**src/rtl/mmio_io_ctrl.sv**
```systemverilog
// Memory-mapped I/O window on the data-memory port: LED data/blink, debounced switches,
// sticky IR edge capture with IRQ. LED_DATA holds N_LED bits; all window reads are zero-extended.
module mmio_io_ctrl #(
  parameter int DATA_W       = 32,
  parameter int ADDR_W       = 5,
  parameter int BASE_ADDR    = 28,
  parameter int N_SW         = 5,
  parameter int N_LED        = 4,
  parameter int SYNC_STAGES  = 2,
  parameter int DEBOUNCE_CYC = 4,
  parameter int BLINK_DIV    = 8
) (
  input  logic              clk,
  input  logic              reset,
  input  logic              mem_we,
  input  logic [ADDR_W-1:0] mem_addr,
  input  logic [DATA_W-1:0] mem_wdata,
  input  logic [DATA_W-1:0] ram_rdata,
  output logic [DATA_W-1:0] rdata_out,
  input  logic [N_SW-1:0]   sw_in,
  input  logic              ir_in,
  output logic [N_LED-1:0]  led_out,
  output logic              irq
);

  localparam int CNT_W  = (DEBOUNCE_CYC > 1) ? $clog2(DEBOUNCE_CYC) : 1;
  localparam int PRE_W  = (BLINK_DIV > 1) ? $clog2(BLINK_DIV) : 1;
  localparam int FILL_W = $clog2(SYNC_STAGES + 1);
  localparam logic [ADDR_W-1:0] BASE_A    = ADDR_W'(BASE_ADDR);
  localparam logic [CNT_W-1:0]  CNT_LAST  = CNT_W'(DEBOUNCE_CYC - 1);
  localparam logic [PRE_W-1:0]  PRE_LAST  = PRE_W'(BLINK_DIV - 1);
  localparam logic [FILL_W-1:0] FILL_FULL = FILL_W'(SYNC_STAGES);

  if (ADDR_W < 2 || DATA_W < 3 || BASE_ADDR + 3 > 2**ADDR_W - 1 || N_SW > DATA_W ||
      N_LED > DATA_W || SYNC_STAGES < 2 || DEBOUNCE_CYC < 1 || BLINK_DIV < 1) begin : g_param_err
    $error("mmio_io_ctrl: illegal parameter combination");
  end

  logic [ADDR_W-1:0] rel;
  logic [1:0]        off;
  logic              hit, wr_led, wr_ctrl, wr_ir;

  assign rel     = mem_addr - BASE_A;
  assign off     = rel[1:0];
  assign hit     = (mem_addr >= BASE_A) && (mem_addr <= BASE_A + ADDR_W'(3));
  assign wr_led  = mem_we && hit && (off == 2'd0);
  assign wr_ctrl = mem_we && hit && (off == 2'd1);
  assign wr_ir   = mem_we && hit && (off == 2'd3);

  logic [N_SW-1:0]        sw_sync [SYNC_STAGES];
  logic [SYNC_STAGES-1:0] ir_sync;
  logic [N_SW-1:0]        sw_s;
  logic                   ir_s;

  assign sw_s = sw_sync[SYNC_STAGES-1];
  assign ir_s = ir_sync[SYNC_STAGES-1];

  logic [N_LED-1:0]  led_data;
  logic              blink_en, irq_en, ir_pend, ir_armed, phase;
  logic [N_SW-1:0]   stable;
  logic [CNT_W-1:0]  cnt [N_SW];
  logic [PRE_W-1:0]  presc;
  logic [FILL_W-1:0] fill;
  logic              ir_edge;

  // Reset zeros in the synchroniser are not samples, so an edge needs a real synced 0 first.
  assign ir_edge = ir_s && ir_armed;

  always_ff @(posedge clk) begin
    if (reset) begin
      for (int i = 0; i < SYNC_STAGES; i++) sw_sync[i] <= '0;
      ir_sync  <= '0;
      fill     <= '0;
      ir_armed <= 1'b0;
    end else begin
      sw_sync[0] <= sw_in;
      for (int i = 1; i < SYNC_STAGES; i++) sw_sync[i] <= sw_sync[i-1];
      ir_sync  <= {ir_sync[SYNC_STAGES-2:0], ir_in};
      if (fill != FILL_FULL) fill <= fill + FILL_W'(1);
      ir_armed <= (fill == FILL_FULL) && !ir_s;
    end
  end

  always_ff @(posedge clk) begin
    if (reset) begin
      stable <= '0;
      for (int b = 0; b < N_SW; b++) cnt[b] <= '0;
    end else begin
      for (int b = 0; b < N_SW; b++) begin
        if (sw_s[b] == stable[b]) begin
          cnt[b] <= '0;
        end else if (cnt[b] == CNT_LAST) begin
          stable[b] <= sw_s[b];
          cnt[b]    <= '0;
        end else begin
          cnt[b] <= cnt[b] + CNT_W'(1);
        end
      end
    end
  end

  always_ff @(posedge clk) begin
    if (reset) begin
      led_data <= '0;
      blink_en <= 1'b0;
      irq_en   <= 1'b0;
      ir_pend  <= 1'b0;
      presc    <= '0;
      phase    <= 1'b1;
    end else begin
      if (wr_led) led_data <= mem_wdata[N_LED-1:0];
      if (wr_ctrl) blink_en <= mem_wdata[0];
      if (wr_ir) irq_en <= mem_wdata[2];
      // Set beats W1C when both land on the same edge.
      ir_pend <= ir_edge || (ir_pend && !(wr_ir && mem_wdata[0]));
      if (wr_ctrl) begin
        presc <= '0;
        phase <= 1'b1;
      end else if (presc == PRE_LAST) begin
        presc <= '0;
        phase <= !phase;
      end else begin
        presc <= presc + PRE_W'(1);
      end
    end
  end

  assign led_out = blink_en ? (led_data & {N_LED{phase}}) : led_data;
  assign irq     = ir_pend && irq_en;

  always_comb begin
    rdata_out = ram_rdata;
    if (hit) begin
      rdata_out = '0;
      case (off)
        2'd0:    rdata_out[N_LED-1:0] = led_data;
        2'd1:    rdata_out[0]         = blink_en;
        2'd2:    rdata_out[N_SW-1:0]  = stable;
        default: rdata_out[2:0]       = {irq_en, ir_s, ir_pend};
      endcase
    end
  end

  logic unused_sink;
  assign unused_sink = ^{mem_wdata, rel};

endmodule

```
**config.mk**
```make
export PLATFORM = sky130hd
export DESIGN_NAME = mmio_io_ctrl
export DESIGN_NICKNAME = d
export VERILOG_FILES = /design/src/rtl/mmio_io_ctrl.sv
export SDC_FILE = /design/constraint.sdc
export NUM_CORES = 1
export LEC_CHECK = 0
export BUFFER_PORTS_ARGS = -buffer_cell sky130_fd_sc_hd__buf_4
export CORE_MARGIN = 2
export CORE_UTILIZATION = 47
export DETAILED_ROUTE_END_ITERATION = 6
export PLACE_DENSITY = 0.92
export SYNTH_ARGS = -nofsm -noshare
export SYNTH_HDL_FRONTEND = slang
export SYNTH_SLANG_ARGS = --single-unit
export TNS_END_PERCENT = 20
```
**constraint.sdc**
```tcl
create_clock -name clk -period 3.09 [get_ports clk]
set_input_delay 0.927 -clock clk [delete_from_list [all_inputs] [get_ports clk]]
set_output_delay 0.927 -clock clk [all_outputs]
set_load 0.02 [all_outputs]
```
# Yosys cells after proc, flatten, opt, wreduce, memory -nomap -nowiden
# Memories as Yosys holds them, arrays and structs flattened.
# Cells that the tools add are included.
# word_totals
ff_bits	21
latch_bits	0
mem_bits_rw	20
mem_bits_ro	0
in_bits	78
elab_cells	168
mem_count	2
# mem_list
memory	depth	width	read_ports	rd_ports_with_merged_regs	wr	line	text
cnt	5	2	5	0	5	61	logic [CNT_W-1:0] cnt [N_SW];
sw_sync	2	5	2	0	2	50	logic [N_SW-1:0] sw_sync [SYNC_STAGES];
# classes
n_addsub	8
multipliers	0
div	0
order_cmp	2
eq_ne	16
shift	0
muxes	81
n_bitwise	23
reduce_logical	22
# ops
operator	n
1-bit 2-to-1 mux	59
32-bit 2-to-1 mux	1
2-bit 2-to-1 mux	15
1-bit bitwise OR	17
2-bit equality test, second input constant	8
2-bit by 1-bit adder with 2-bit output, second input constant	6
1-bit logical AND	10
5-bit 2-to-1 mux	2
2-bit AND reduction	5
2-bit one-hot mux with 3 select lines	1
1-bit equality test	5
5-bit >= comparator, second input constant	1
5-bit <= comparator, second input constant	1
1-bit NOT	5
4-bit AND	1
4-bit 2-to-1 mux	1
3-bit by 1-bit adder with 3-bit output, second input constant	1
3-bit equality test, second input constant	1
1-bit zero test	3
1-bit one-hot mux with 3 select lines	1
3-bit OR reduction	1
2-bit by 1-bit equality test with 1-bit output, second input constant	1
2-bit zero test	1
2-bit != test, second input constant	1
other kinds (4)	4

# Longest topological paths before layout
# logic_depth
ltp_word	8
mapped_depth	5
depth_no_buf	5

# Worst setup path before layout
# No wires, ideal clock.
# synth_timing
path_kind	input -> output
from	input port mem_addr[0]
to	output port rdata_out[2]
t_arrival_ns	1.851
setup_slack_ns	0.312
path_stages	4
cell_sequence	buf_2 > mux2_2 > a22oi_1 > o21ai_0
# synth_between
elab_chain_cells	4
elab_cells_between_ends	9
# synth_rtl
element	line	text
from (decl)	16	input logic [ADDR_W-1:0] mem_addr,
2-bit by 1-bit subtractor with 2-bit output	43	assign rel = mem_addr - BASE_A;
2-bit equality test, or another cell as far along	135	case (off)
2-bit one-hot mux with 3 select lines	135	
32-bit 2-to-1 mux *	133	if (hit) begin
to (decl)	19	output logic [DATA_W-1:0] rdata_out,
# Mark *: on every way between the ends. The rest lies on a longest branch, timed or not.

# Worst setup path in the final report
# layout_timing
from	input port mem_addr[1]
to	output port rdata_out[0]
# layout_between
elab_chain_cells	4
elab_cells_between_ends	9
# layout_rtl
element	line
2-bit by 1-bit subtractor with 2-bit output	43
2-bit equality test, or another cell as far along	135
1-bit one-hot mux with 3 select lines	135
32-bit 2-to-1 mux *	133
# Marked as above.

==> results.md <==
| Metric | Value |
| --- | --- |
| Placeable core area | 4000 um2 |
| Setup-violating endpoint count in the final report | 0 |
| Mapped cell area | 1940 um2 |
| Site row count | 23 |
| Combinational cell fraction of total power | 20.5% |
| Result of the run | complete, no violations |
| Detail Placement HPWL | 3.23 mm |
| Leakage power of the design | 1.24 nW |
| Most common cell after layout, fill and taps aside | sky130_fd_sc_hd__buf_4 |
| Family of cells with the greatest summed delay on the critical path | multiplexers |
| Share of post-route cells with drive strength above 1 | 34.8% |
| Filler instances | 329 |
| FMAX | 337 MHz |
| Drt initial violations | 52 |
| #FFs+latches synth | 41 |
| Final nets | 375 |
| RSZ-0062 raised after global routing | false |
| Most numerous cell on the critical path | sky130_fd_sc_hd__buf_4 |
| Shortest clock period the worst path allows after layout | 2.97 ns |
| Post-DR vias/cell | 4.70 |
| Critical Setup Path Class | input port to output pin |
| Wire length of the first global-routing pass | 6.17 mm |
| Required arrival time at the worst endpoint | 2.16 ns |
| Sequential fraction of design power | 51.1% |
| Number of max-cap violations | 0 |
| Net switching component of the power | 0.306 mW |
| Final routed DRC violation total | 0 |
| Switching power as a share of total power | 26.1% |
| Gate Count Post-Synth | 195 |
| Total power | 1.17 mW |
| Yosys warning count | 0 |
| Unique cell type count in the Yosys netlist | 32 |
| Multi-input logic area | 991 um2 |
| Slew Limit Fails | 0 |
| Skew-Pair Late Insertion Delay | 0.29 ns |
| Avg Cell Area, Syn | 9.96 um2 |
| I/O pin total | 115 |
| List of cells traversed by the critical path | buf_4, mux4_2, mux2_2, buf_4 |
| Arrival @ worst endpoint | 2.04 ns |
| Pwr/cell area | 429 nW/um2 |
| Most used cells in the layout excluding fill and tap cells | sky130_fd_sc_hd__buf_4, sky130_fd_sc_hd__and2_1, sky130_fd_sc_hd__dfxtp_1 |
| Worst Slack Setup Final | 0.124 ns |
| Maximum VDD drop | 0.274 mV |
| Cell Int Power | 0.868 mW |
| Post-cts gate resize count | 0 |
| CTS tree | done |
| Buffers plus inverters on the worst setup path | 2 |
| Largest net degree at the start of global routing | 41 |
| Clock network power share | 28.4% |
| Sequential element share of the synthesized area | 47.4% |
| Clock input transition at the sequential cells of the worst setup and hold paths | 0.07 ns |
| Vertical die dimension | 68.3 um |
| Number of setup buffers added after CTS | 0 |
| Final period utilization | 96.0% |
| Clock Skews | 0.00552 ns |
| Fin util | 68.3% |
| Final TNS setup | 0 ns |
| Setup WS pre-CTS | 0.138 ns |
| Crit end category | output pin |
| Count of hold-fix buffers inserted at cts | 0 |
| Die Outline Area | 4660 um2 |
| Total iterations of the first detailed-routing run | 4 |
| Grt total ovfl | 0 |
| Final hold viol count | 0 |
| Vias | 1,598 |
| Routed Wire Length | 4.09 mm |
| Initial antenna violation count | 0 |
| Number of clock sinks | 41 |
| Kind of path behind the tightest hold check | flip-flop to flip-flop |
| Delay contributed by the slowest stage of the critical path | 0.50 ns |
| Starting Density | 48.6% |
| Routability congestion estimate | 0.751 |
| Number of inserted diodes | 0 |
| Count of port buffers added during placement | 86 |
| Width of the die | 68.3 um |
| Mean routed wirelength per cell | 12.0 um |
| Syn-to-layout area delta | 40.6% |
| Register area | 921 um2 |
| CTS max path bufs | 2 |
| Standard cell with the maximum stage delay on the critical path | sky130_fd_sc_hd__mux4_2 |
| Crit path launch type | input port |
| Number of global-route vias before repair | 1,472 |
| Critical-path maximum fanout | 9 |
| Root buffer selected by CTS | sky130_fd_sc_hd__clkbuf_8 |
| Overall fraction of global-route tracks in use | 18.1% |
| Final antenna-violating net count | 0 |
| Number of H-tree levels | 2 |
| Cts bufs inserted | 5 |
==> power groups by stage <==
| stage | clock [mW] | sequential (mW) | combinational [mW] |
|---|---|---|---|
| 6_report | 0.333 | 0.599 | 0.241 |
| 5_1_grt | 0.364 | 0.604 | 0.273 |
| 4_1_cts | 0.338 | 0.600 | 0.244 |
| 3_5_place_dp | 0 | 0.612 | 0.243 |
| 3_3_place_gp | 0 | 0.610 | 0.238 |
| 2_1_floorplan | 0 | 0.608 | 0.142 |
==> through the flow <==
step | hold slack (ns) | instance area [um2] | instances
after floorplan | 0.405 | 1980 | 204
after global placement | 0.417 | 2650 | 332
after detailed placement | 0.424 | 2650 | 332
after CTS | 0.442 | 2730 | 340
after global routing | 0.464 | 2730 | 340
final | 0.436 | 2730 | 340
==> state kept, by name, summed over array words and instances (netlist names) <==
name	flops
presc	3
stable	5
irq_en	1
sw_sync	10
cnt	10
fill	2
led_data	4
ir_armed	1
ir_pend	1
ir_sync	2
phase	1
blink_en	1
==> final timing paths <==
path / startpoint / endpoint / slack (ns) / cells after the start
worst max-delay path: mem_addr[1] / rdata_out[0] / 0.12 / 4
worst max register to register: presc[0] / phase / 1.76 / 4
worst min register to register: sw_sync[0][4] / sw_sync[0][9] / 0.44 / 1
worst min-delay path: sw_sync[0][4] / sw_sync[0][9] / 0.44 / 1
==> cells in the mapped netlist (all sizes together) <==
cell type  count  area share [%]
and2          32              10
dfxtp         31              32
nor2          20             3.9
mux2i         12             6.2
nor2b         12             3.9
nand2b        11             3.5
edfxtp        10              15
ha             8             5.2
nand2          8             1.5
clkbuf         7             1.4
inv            6             1.2
or3            6             1.9
xnor2          5             2.3
mux2           3             1.7
a21oi          2            0.52
a22oi          2            0.77
buf            2            0.84
nor3b          2             1.0
nor4b          2            0.90
o21ai          2            0.52
o31ai          2            0.77
xor2           2            0.90
conb           1            0.19
mux4           1             1.2
nand3          1            0.26
nand4          1            0.32
nor3           1            0.52
nor4           1            0.32
o21a           1            0.39
or2            1            0.32
==> kinds of logic after synthesis <==
family,Yosys count,synth area share [%]
simple gates,98,28.7
flops,41,47.4
mux,16,9.08
buf+inv,15,3.35
compound gates,9,2.96
fa+ha+maj,8,5.15
xor+xnor,7,3.16
other cells,1,0.193
==> layout make-up <==
type                            instances  share of cell area, %
Clock buffer                            6                   2.66
Timing Repair Buffer                   87                   23.9
Sequential cell                        41                   33.7
Tap cell                               50                   2.29
Multi-Input combinational cell        148                   36.3
Clock inverter                          2                  0.366
Inverter                                6                  0.824
==> per-layer routing <==
layer	global-route usage (%)	share of wire, %	vias up
li1	-	-	820
met1	19.1	37	705
met2	32.4	50	63
met3	6.09	10	10
met4	7.75	2.1	0
met5	0	0	-
Power figures use the tool's default switching activity.
